[src/rtl/systolic_pkg.sv]
// systolic_pkg: shared constants for the systolic feed sequencer.
// SYSTOLIC_FEED_GAP_EN selects half-rate feeding (one all-zero vector between
// operand vectors, doubled skew and drain counts).
package systolic_pkg;
  localparam int DEF_N          = 8;
  localparam int DEF_DATA_WIDTH = 8;

  // Address width that never collapses to zero bits for a 1-lane array.
  function automatic int addr_w(input int n);
    return (n > 1) ? $clog2(n) : 1;
  endfunction

  localparam int DEF_ADDR_W = addr_w(DEF_N);

  // FSM encoding
  typedef logic [2:0] state_t;
  localparam state_t ST_IDLE      = 3'd0;
  localparam state_t ST_CLEAR     = 3'd1;
  localparam state_t ST_WAIT_LOCK = 3'd2;
  localparam state_t ST_FEED      = 3'd3;
  localparam state_t ST_DRAIN     = 3'd4;

  // Cycles per operand vector on the feed side
`ifdef SYSTOLIC_FEED_GAP_EN
  localparam int FEED_STRIDE = 2;
`else
  localparam int FEED_STRIDE = 1;
`endif
endpackage

[src/rtl/systolic_feed_ctrl_if.sv]
// systolic_feed_ctrl_if: control, operand-buffer and array-side bundle.
// master = sequencer side, slave = environment (buffers, array, host).
interface systolic_feed_ctrl_if
  import systolic_pkg::*;
#(
  parameter int N          = DEF_N,
  parameter int DATA_WIDTH = DEF_DATA_WIDTH
);
  localparam int AW = addr_w(N);

  logic                            start;
  logic                            accumulate;
  logic                            busy;
  logic                            done;
  logic                            op_rd_en;
  logic [AW-1:0]                   op_rd_addr;
  logic [N-1:0][DATA_WIDTH-1:0]    a_col_data;
  logic [N-1:0][DATA_WIDTH-1:0]    b_row_data;
  logic                            arr_rst;
  logic                            arr_en;
  logic                            arr_locked;
  logic [N-1:0][DATA_WIDTH-1:0]    arr_a_flat;
  logic [N-1:0][DATA_WIDTH-1:0]    arr_b_flat;

  modport master (
    input  start, accumulate, a_col_data, b_row_data, arr_locked,
    output busy, done, op_rd_en, op_rd_addr, arr_rst, arr_en, arr_a_flat, arr_b_flat
  );

  modport slave (
    output start, accumulate, a_col_data, b_row_data, arr_locked,
    input  busy, done, op_rd_en, op_rd_addr, arr_rst, arr_en, arr_a_flat, arr_b_flat
  );
endinterface

[src/rtl/systolic_skew_line.sv]
// systolic_skew_line: triangular delay; lane i is held i*STRIDE cycles,
// lane 0 passes straight through. Registers clear on reset so the line
// always flushes zeros.
module systolic_skew_line #(
  parameter int N          = 8,
  parameter int DATA_WIDTH = 8,
  parameter int STRIDE     = 1
) (
  input  logic                         clk,
  input  logic                         rst,
  input  logic [N-1:0][DATA_WIDTH-1:0] din,
  output logic [N-1:0][DATA_WIDTH-1:0] dout
);
  assign dout[0] = din[0];

  for (genvar i = 1; i < N; i++) begin : g_lane
    localparam int DEPTH = i * STRIDE;
    logic [DEPTH-1:0][DATA_WIDTH-1:0] sr;

    // Shift register of DEPTH stages for lane i
    always_ff @(posedge clk or negedge rst) begin
      if (!rst) begin
        sr <= '0;
      end else begin
        sr[0] <= din[i];
        for (int d = 1; d < DEPTH; d++) sr[d] <= sr[d-1];
      end
    end

    assign dout[i] = sr[DEPTH-1];
  end
endmodule

[src/rtl/systolic_feed_ctrl.sv]
// systolic_feed_ctrl: clears the array, waits for lock, streams N A-columns
// and N B-rows through a diagonal skew, then counts out the drain latency
// and pulses done. SYSTOLIC_FEED_GAP_EN enables half-rate feeding.
module systolic_feed_ctrl
  import systolic_pkg::*;
#(
  parameter int N            = DEF_N,
  parameter int DATA_WIDTH   = DEF_DATA_WIDTH,
  parameter int DRAIN_CYCLES = 2 * N
) (
  input logic                 clk,
  input logic                 rst,
  systolic_feed_ctrl_if.master bus
);
  localparam int AW        = addr_w(N);
  // done fires when the drain counter reaches DRAIN_LEN (skew flush + drain)
  localparam int DRAIN_LEN = FEED_STRIDE * (N - 1 + DRAIN_CYCLES);
  localparam int CW        = $clog2(DRAIN_LEN + 1);

  state_t        state, state_nx;
  logic [AW-1:0] k;
  logic [CW-1:0] dcnt;
  logic          clr_cnt;
  logic          rd_en;
  logic          rd_vld;
  logic          k_step;
  logic          feed_last;
  logic          drain_end;
  logic          arr_rst_q;
  logic [N-1:0][DATA_WIDTH-1:0] a_gate, b_gate;

`ifdef SYSTOLIC_FEED_GAP_EN
  logic phase;  // 0 = read cycle, 1 = gap cycle

  // Alternate read/gap while feeding
  always_ff @(posedge clk or negedge rst) begin
    if (!rst) phase <= 1'b0;
    else      phase <= (state == ST_FEED) ? ~phase : 1'b0;
  end

  assign rd_en  = (state == ST_FEED) && !phase;
  assign k_step = phase;
`else
  assign rd_en  = (state == ST_FEED);
  assign k_step = 1'b1;
`endif

  assign feed_last = (k == AW'(N - 1)) && k_step;
  assign drain_end = (state == ST_DRAIN) && (dcnt == CW'(DRAIN_LEN));

  // Next-state logic
  always_comb begin
    state_nx = state;
    case (state)
      ST_IDLE:      if (bus.start) state_nx = bus.accumulate ? ST_WAIT_LOCK : ST_CLEAR;
      ST_CLEAR:     if (clr_cnt) state_nx = ST_WAIT_LOCK;
      ST_WAIT_LOCK: if (bus.arr_locked) state_nx = ST_FEED;
      ST_FEED:      if (feed_last) state_nx = ST_DRAIN;
      ST_DRAIN:     if (drain_end) state_nx = ST_IDLE;
      default:      state_nx = ST_IDLE;
    endcase
  end

  // State, counters, read-valid and registered array reset
  always_ff @(posedge clk or negedge rst) begin
    if (!rst) begin
      state     <= ST_IDLE;
      k         <= '0;
      dcnt      <= '0;
      clr_cnt   <= 1'b0;
      rd_vld    <= 1'b0;
      arr_rst_q <= 1'b1;
    end else begin
      state     <= state_nx;
      clr_cnt   <= (state == ST_CLEAR) && !clr_cnt;
      rd_vld    <= rd_en;
      arr_rst_q <= (state_nx == ST_CLEAR);
      if (state != ST_FEED) k <= '0;
      else if (k_step)      k <= feed_last ? '0 : k + 1'b1;
      dcnt <= (state == ST_DRAIN && !drain_end) ? dcnt + 1'b1 : '0;
    end
  end

  // Buffer data is only trusted the cycle after a read strobe
  assign a_gate = rd_vld ? bus.a_col_data : '0;
  assign b_gate = rd_vld ? bus.b_row_data : '0;

  systolic_skew_line #(.N(N), .DATA_WIDTH(DATA_WIDTH), .STRIDE(FEED_STRIDE)) u_skew_a (
    .clk(clk), .rst(rst), .din(a_gate), .dout(bus.arr_a_flat)
  );

  systolic_skew_line #(.N(N), .DATA_WIDTH(DATA_WIDTH), .STRIDE(FEED_STRIDE)) u_skew_b (
    .clk(clk), .rst(rst), .din(b_gate), .dout(bus.arr_b_flat)
  );

  assign bus.busy       = (state != ST_IDLE);
  assign bus.done       = drain_end;
  assign bus.op_rd_en   = rd_en;
  assign bus.op_rd_addr = k;
  assign bus.arr_en     = (state == ST_WAIT_LOCK) || (state == ST_FEED) || (state == ST_DRAIN);
  assign bus.arr_rst    = arr_rst_q;
endmodule
[src/flat_wrapper.sv]
// flat-port wrapper written by rule: the top's interface ports become plain ports
module systolic_feed_ctrl_flat import systolic_pkg::*;
#(
  parameter int N            = DEF_N,
  parameter int DATA_WIDTH   = DEF_DATA_WIDTH,
  parameter int DRAIN_CYCLES = 2 * N
)
  (clk, rst, bus_start, bus_accumulate, bus_a_col_data, bus_b_row_data, bus_arr_locked, bus_busy, bus_done, bus_op_rd_en, bus_op_rd_addr, bus_arr_rst, bus_arr_en, bus_arr_a_flat, bus_arr_b_flat);
  systolic_feed_ctrl_if #(.N(N), .DATA_WIDTH(DATA_WIDTH)) bus_i ();
  input logic clk;
  input logic rst;
  input wire logic [$bits(bus_i.start)-1:0] bus_start;
  input wire logic [$bits(bus_i.accumulate)-1:0] bus_accumulate;
  input wire logic [$bits(bus_i.a_col_data)-1:0] bus_a_col_data;
  input wire logic [$bits(bus_i.b_row_data)-1:0] bus_b_row_data;
  input wire logic [$bits(bus_i.arr_locked)-1:0] bus_arr_locked;
  output wire logic [$bits(bus_i.busy)-1:0] bus_busy;
  output wire logic [$bits(bus_i.done)-1:0] bus_done;
  output wire logic [$bits(bus_i.op_rd_en)-1:0] bus_op_rd_en;
  output wire logic [$bits(bus_i.op_rd_addr)-1:0] bus_op_rd_addr;
  output wire logic [$bits(bus_i.arr_rst)-1:0] bus_arr_rst;
  output wire logic [$bits(bus_i.arr_en)-1:0] bus_arr_en;
  output wire logic [$bits(bus_i.arr_a_flat)-1:0] bus_arr_a_flat;
  output wire logic [$bits(bus_i.arr_b_flat)-1:0] bus_arr_b_flat;
  assign bus_i.start = bus_start;
  assign bus_i.accumulate = bus_accumulate;
  assign bus_i.a_col_data = bus_a_col_data;
  assign bus_i.b_row_data = bus_b_row_data;
  assign bus_i.arr_locked = bus_arr_locked;
  assign bus_busy = bus_i.busy;
  assign bus_done = bus_i.done;
  assign bus_op_rd_en = bus_i.op_rd_en;
  assign bus_op_rd_addr = bus_i.op_rd_addr;
  assign bus_arr_rst = bus_i.arr_rst;
  assign bus_arr_en = bus_i.arr_en;
  assign bus_arr_a_flat = bus_i.arr_a_flat;
  assign bus_arr_b_flat = bus_i.arr_b_flat;
  systolic_feed_ctrl #(.N(N), .DATA_WIDTH(DATA_WIDTH), .DRAIN_CYCLES(DRAIN_CYCLES)) u_core (.clk(clk), .rst(rst), .bus(bus_i));
endmodule
[config.mk]
export PLATFORM = sky130hd
export DESIGN_NAME = systolic_feed_ctrl_flat
export DESIGN_NICKNAME = d
export VERILOG_FILES = /design/src/rtl/systolic_pkg.sv /design/src/rtl/systolic_feed_ctrl_if.sv /design/src/rtl/systolic_skew_line.sv /design/src/rtl/systolic_feed_ctrl.sv /design/src/flat_wrapper.sv
export SDC_FILE = /design/constraint.sdc
export NUM_CORES = 1
export LEC_CHECK = 0
export ABC_AREA = 0
export ABC_CLOCK_PERIOD_IN_PS = 4400
export BUFFER_PORTS_ARGS = -buffer_cell sky130_fd_sc_hd__buf_2
export CORE_MARGIN = 10
export CORE_UTILIZATION = 50
export CTS_CLUSTER_SIZE = 28
export DETAILED_ROUTE_END_ITERATION = 6
export HOLD_SLACK_MARGIN = 0.05
export PLACE_DENSITY = 0.81
export SYNTH_ARGS = -nofsm -noshare
export SYNTH_HDL_FRONTEND = slang
export SYNTH_HIERARCHICAL = 1
export SYNTH_SLANG_ARGS = --single-unit
[constraint.sdc]
create_clock -name clk -period 4.4 [get_ports clk]
set_clock_uncertainty 0.15 [all_clocks]
set_input_delay 0.88 -clock clk [delete_from_list [all_inputs] [get_ports clk]]
set_output_delay 0.88 -clock clk [all_outputs]
set_load 0.01 [all_outputs]
==> qor.txt <==
Status: finished clean
DR DRC count: 0
Syn avg cell area: 17.8 um^2
Ys Warns: 6
Fmax achieved: 353 MHz
Number of antenna violations at the first check in global routing: 3
CTS tree: yes
Design Area, Final: 16000 um^2
Dpl ws: 2.09 ns
Power Density: 655 nW/um^2
Top cells by area, synth: dfrtp_1 (85%), buf_4 (6.2%), and2_1 (5.9%)
DRT iter0 DRCs: 331
Ports: 269
Cell Rows: 60
Routability cong.: 0.750
Htree depth: 2
Final #Nets: 1091
Routed WL per cell: 16.7 um
Largest net degree at the start of global routing: 121
Yosys reg bits: 462
Synth top area share: 0.852
Total GRT Usage: 0.132
Period utilisation layout: 0.643
Total leakage power: 8.17 nW
CTS Buf Count: 44
Critical Path AT: 1.80 ns
Global-route wire length before repair: 35000 um
Crit path time final: 2.83 ns
Cell Area, Synth: 13500 um^2
Synth area leader: dfrtp_1
Fill count: 1945
RSZ-0062 raised after global routing: false
Max IR drop VDD: 0.469 mV
Critical Path Source Type: flop
Cells after DPL: 1250
Vias per inst: 4.35
Placed instance area: 14500 um^2
Drt first pass iters: 4
Multi-input gate area: 1060 um^2
Total negative slack: 0 ns
Core Util, Final: 0.595
Buffer depth of the longest clock path: 3
Final std cells w/o fill: 1326
Clock Latency Late Sink: 0.54 ns
CTS Sinks: 462
Routed wire length: 22100 um
Worst Path Required: 3.37 ns
Worst hold path class: flop to flop
Post-synthesis to final-layout area growth: 17.8%
Total grt overflow: 0
IO buf count: 268
Antenna Violating Nets Remaining: 0
Cell count after synthesis: 759
Hpwl dp: 14900 um
Post-synth EDFFs: 0
# hold bufs at CTS: 0
Syn Nets: 895
CP Capture Type: output pin
Cts repair resizes: 0
Initial Utilization: 0.505
Crit path kind: flop to output pin
CP max FO: 89
Sequential cell area: 11600 um^2
Most frequent cells after synthesis: dfrtp_1 (461), and2_1 (128), buf_4 (112), clkbuf_1 (14), nor2_1 (5)
Final setup viols: 0
Die W: 185 um
Post-synthesis sequential area ratio: 0.854
# diodes: 0
Die area: 34100 um^2
Count leader, synth: dfrtp_1
Core Box Area: 26800 um^2
CTS root buffer: clkbuf_16
Ys flop type: dfrtp_1
Routed vias: 5762
Pins Over Slew Limit: 0
Final worst slack: 1.57 ns
Ys async rst share: 1.00
Layout cell share with drive strength beyond 1: 0.357
Number of global-route vias before repair: 6675
Die height: 185 um
Final Hold Vio Count: 0
Clock slew at reported path FFs: 0.06 ns
Worst relative slew slack: 0.401
Worst-margin pin slew: 0.899 ns
Post-CTS setup buffer count: 0
Max cap viols: 0
Synth cell types: 29
-- worst paths after layout --
| check | startpoint | endpoint | slack, ns | cells after the start |
|---|---|---|---|---|
| setup / recovery | u_core/rd_vld$_DFF_PN0_ | bus_arr_b_flat[6] | 1.57 | 2 |
| hold / removal | u_core/u_skew_a/g_lane[7].sr[41]$_DFF_PN0_ | u_core/u_skew_a/dout[57]$_DFF_PN0_ | 0.19 | 0 |
| setup reg to reg | u_core/rd_vld$_DFF_PN0_ | u_core/u_skew_a/g_lane[7].sr[0]$_DFF_PN0_ | 2.61 | 2 |
| hold reg to reg | u_core/u_skew_a/g_lane[7].sr[41]$_DFF_PN0_ | u_core/u_skew_a/dout[57]$_DFF_PN0_ | 0.19 | 0 |
| max in group asynchronous | rst | u_core/u_skew_a/g_lane[5].sr[1]$_DFF_PN0_ | 2.85 | 2 |
| min in group asynchronous | rst | u_core/u_skew_b/g_lane[6].sr[5]$_DFF_PN0_ | 0.27 | 1 |
-- state kept, by name, indices dropped and copies added, names as in the netlist --
signal                     cells
u_core/u_skew_b/dout          48
u_core/dcnt                    5
u_core/u_skew_b/g_lane.sr    176
u_core/bus.op_rd_addr          3
u_core/rd_vld                  1
u_core/state                   3
u_core/bus.arr_rst             1
u_core/u_skew_a/dout          48
u_core/u_skew_a/g_lane.sr    176
u_core/clr_cnt                 1
-- stage by stage --
stage | hold WS [ns] | total power [mW]
floorplan | 0.181 | 6.61
global placement | 0.181 | 6.90
detailed placement | 0.185 | 7.01
CTS | 0.194 | 10.6
global route | 0.195 | 11.0
finish | 0.193 | 10.4
-- placed cells by master, fill, tap and decap left out, drive strengths merged --
master  instances
or3             1
and2b           2
nand4b          2
dfrtp         461
a21oi           2
o21ai           3
or3b            1
bufinv          1
o31ai           1
mux2i           1
xor2            1
ha              3
buf           277
nor2b           2
nand3           1
dfstp           1
and3            1
xnor2           1
inv             7
a211oi          2
nor3            2
clkinv          9
clkbuf         63
nand2b          1
nand2           3
nor2            6
and2          128
nor3b           2
-- cell type report --
type,instances,area share
multi-input cells,166,0.0667
well taps,341,0.0267
flip-flops and latches,462,0.725
repair buffers,277,0.0921
inverters,4,0.000941
clock inverters,13,0.00823
clock buffers,63,0.0804
-- critical path, cell delays in order (launching register included) --
cell and delay, ns:
dfrtp_4 0.87, and2_1 0.23, buf_2 0.14
-- cells by family (layout without fill, tap and decap cells) --
| logic type | Yosys count | in the layout | share of synthesized area |
|---|---|---|---|
| buffers and inverters | 131 | 357 | 0.0675 |
| adder cells (fa/ha/maj) | 3 | 3 | 0.00277 |
| flip-flops | 462 | 462 | 0.854 |
| AO/OA/AOI/OAI | 8 | 8 | 0.00351 |
| multiplexers | 1 | 1 | 0.000739 |
| AND/OR/NAND/NOR | 152 | 152 | 0.0703 |
| XOR/XNOR | 2 | 2 | 0.00129 |
-- routing by layer --
metal	vias up	GRT usage	part of all wire	wire length (um)
met5	-	0	0.0019	41
met4	6	0.0426	0.018	388
met3	45	0.0559	0.094	2080
met2	233	0.219	0.50	11000
met1	2862	0.152	0.39	8590
li1	2616	-	-	-
-- power breakdown --
part / total [mW] / switching [mW] / internal [mW]
logic: 1.08 / 0.608 / 0.470
registers: 5.80 / 0.412 / 5.38
clock network: 3.57 / 1.48 / 2.10
total: 10.4 / 2.50 / 7.95
No activity file was read; power rests on OpenSTA's default activity.
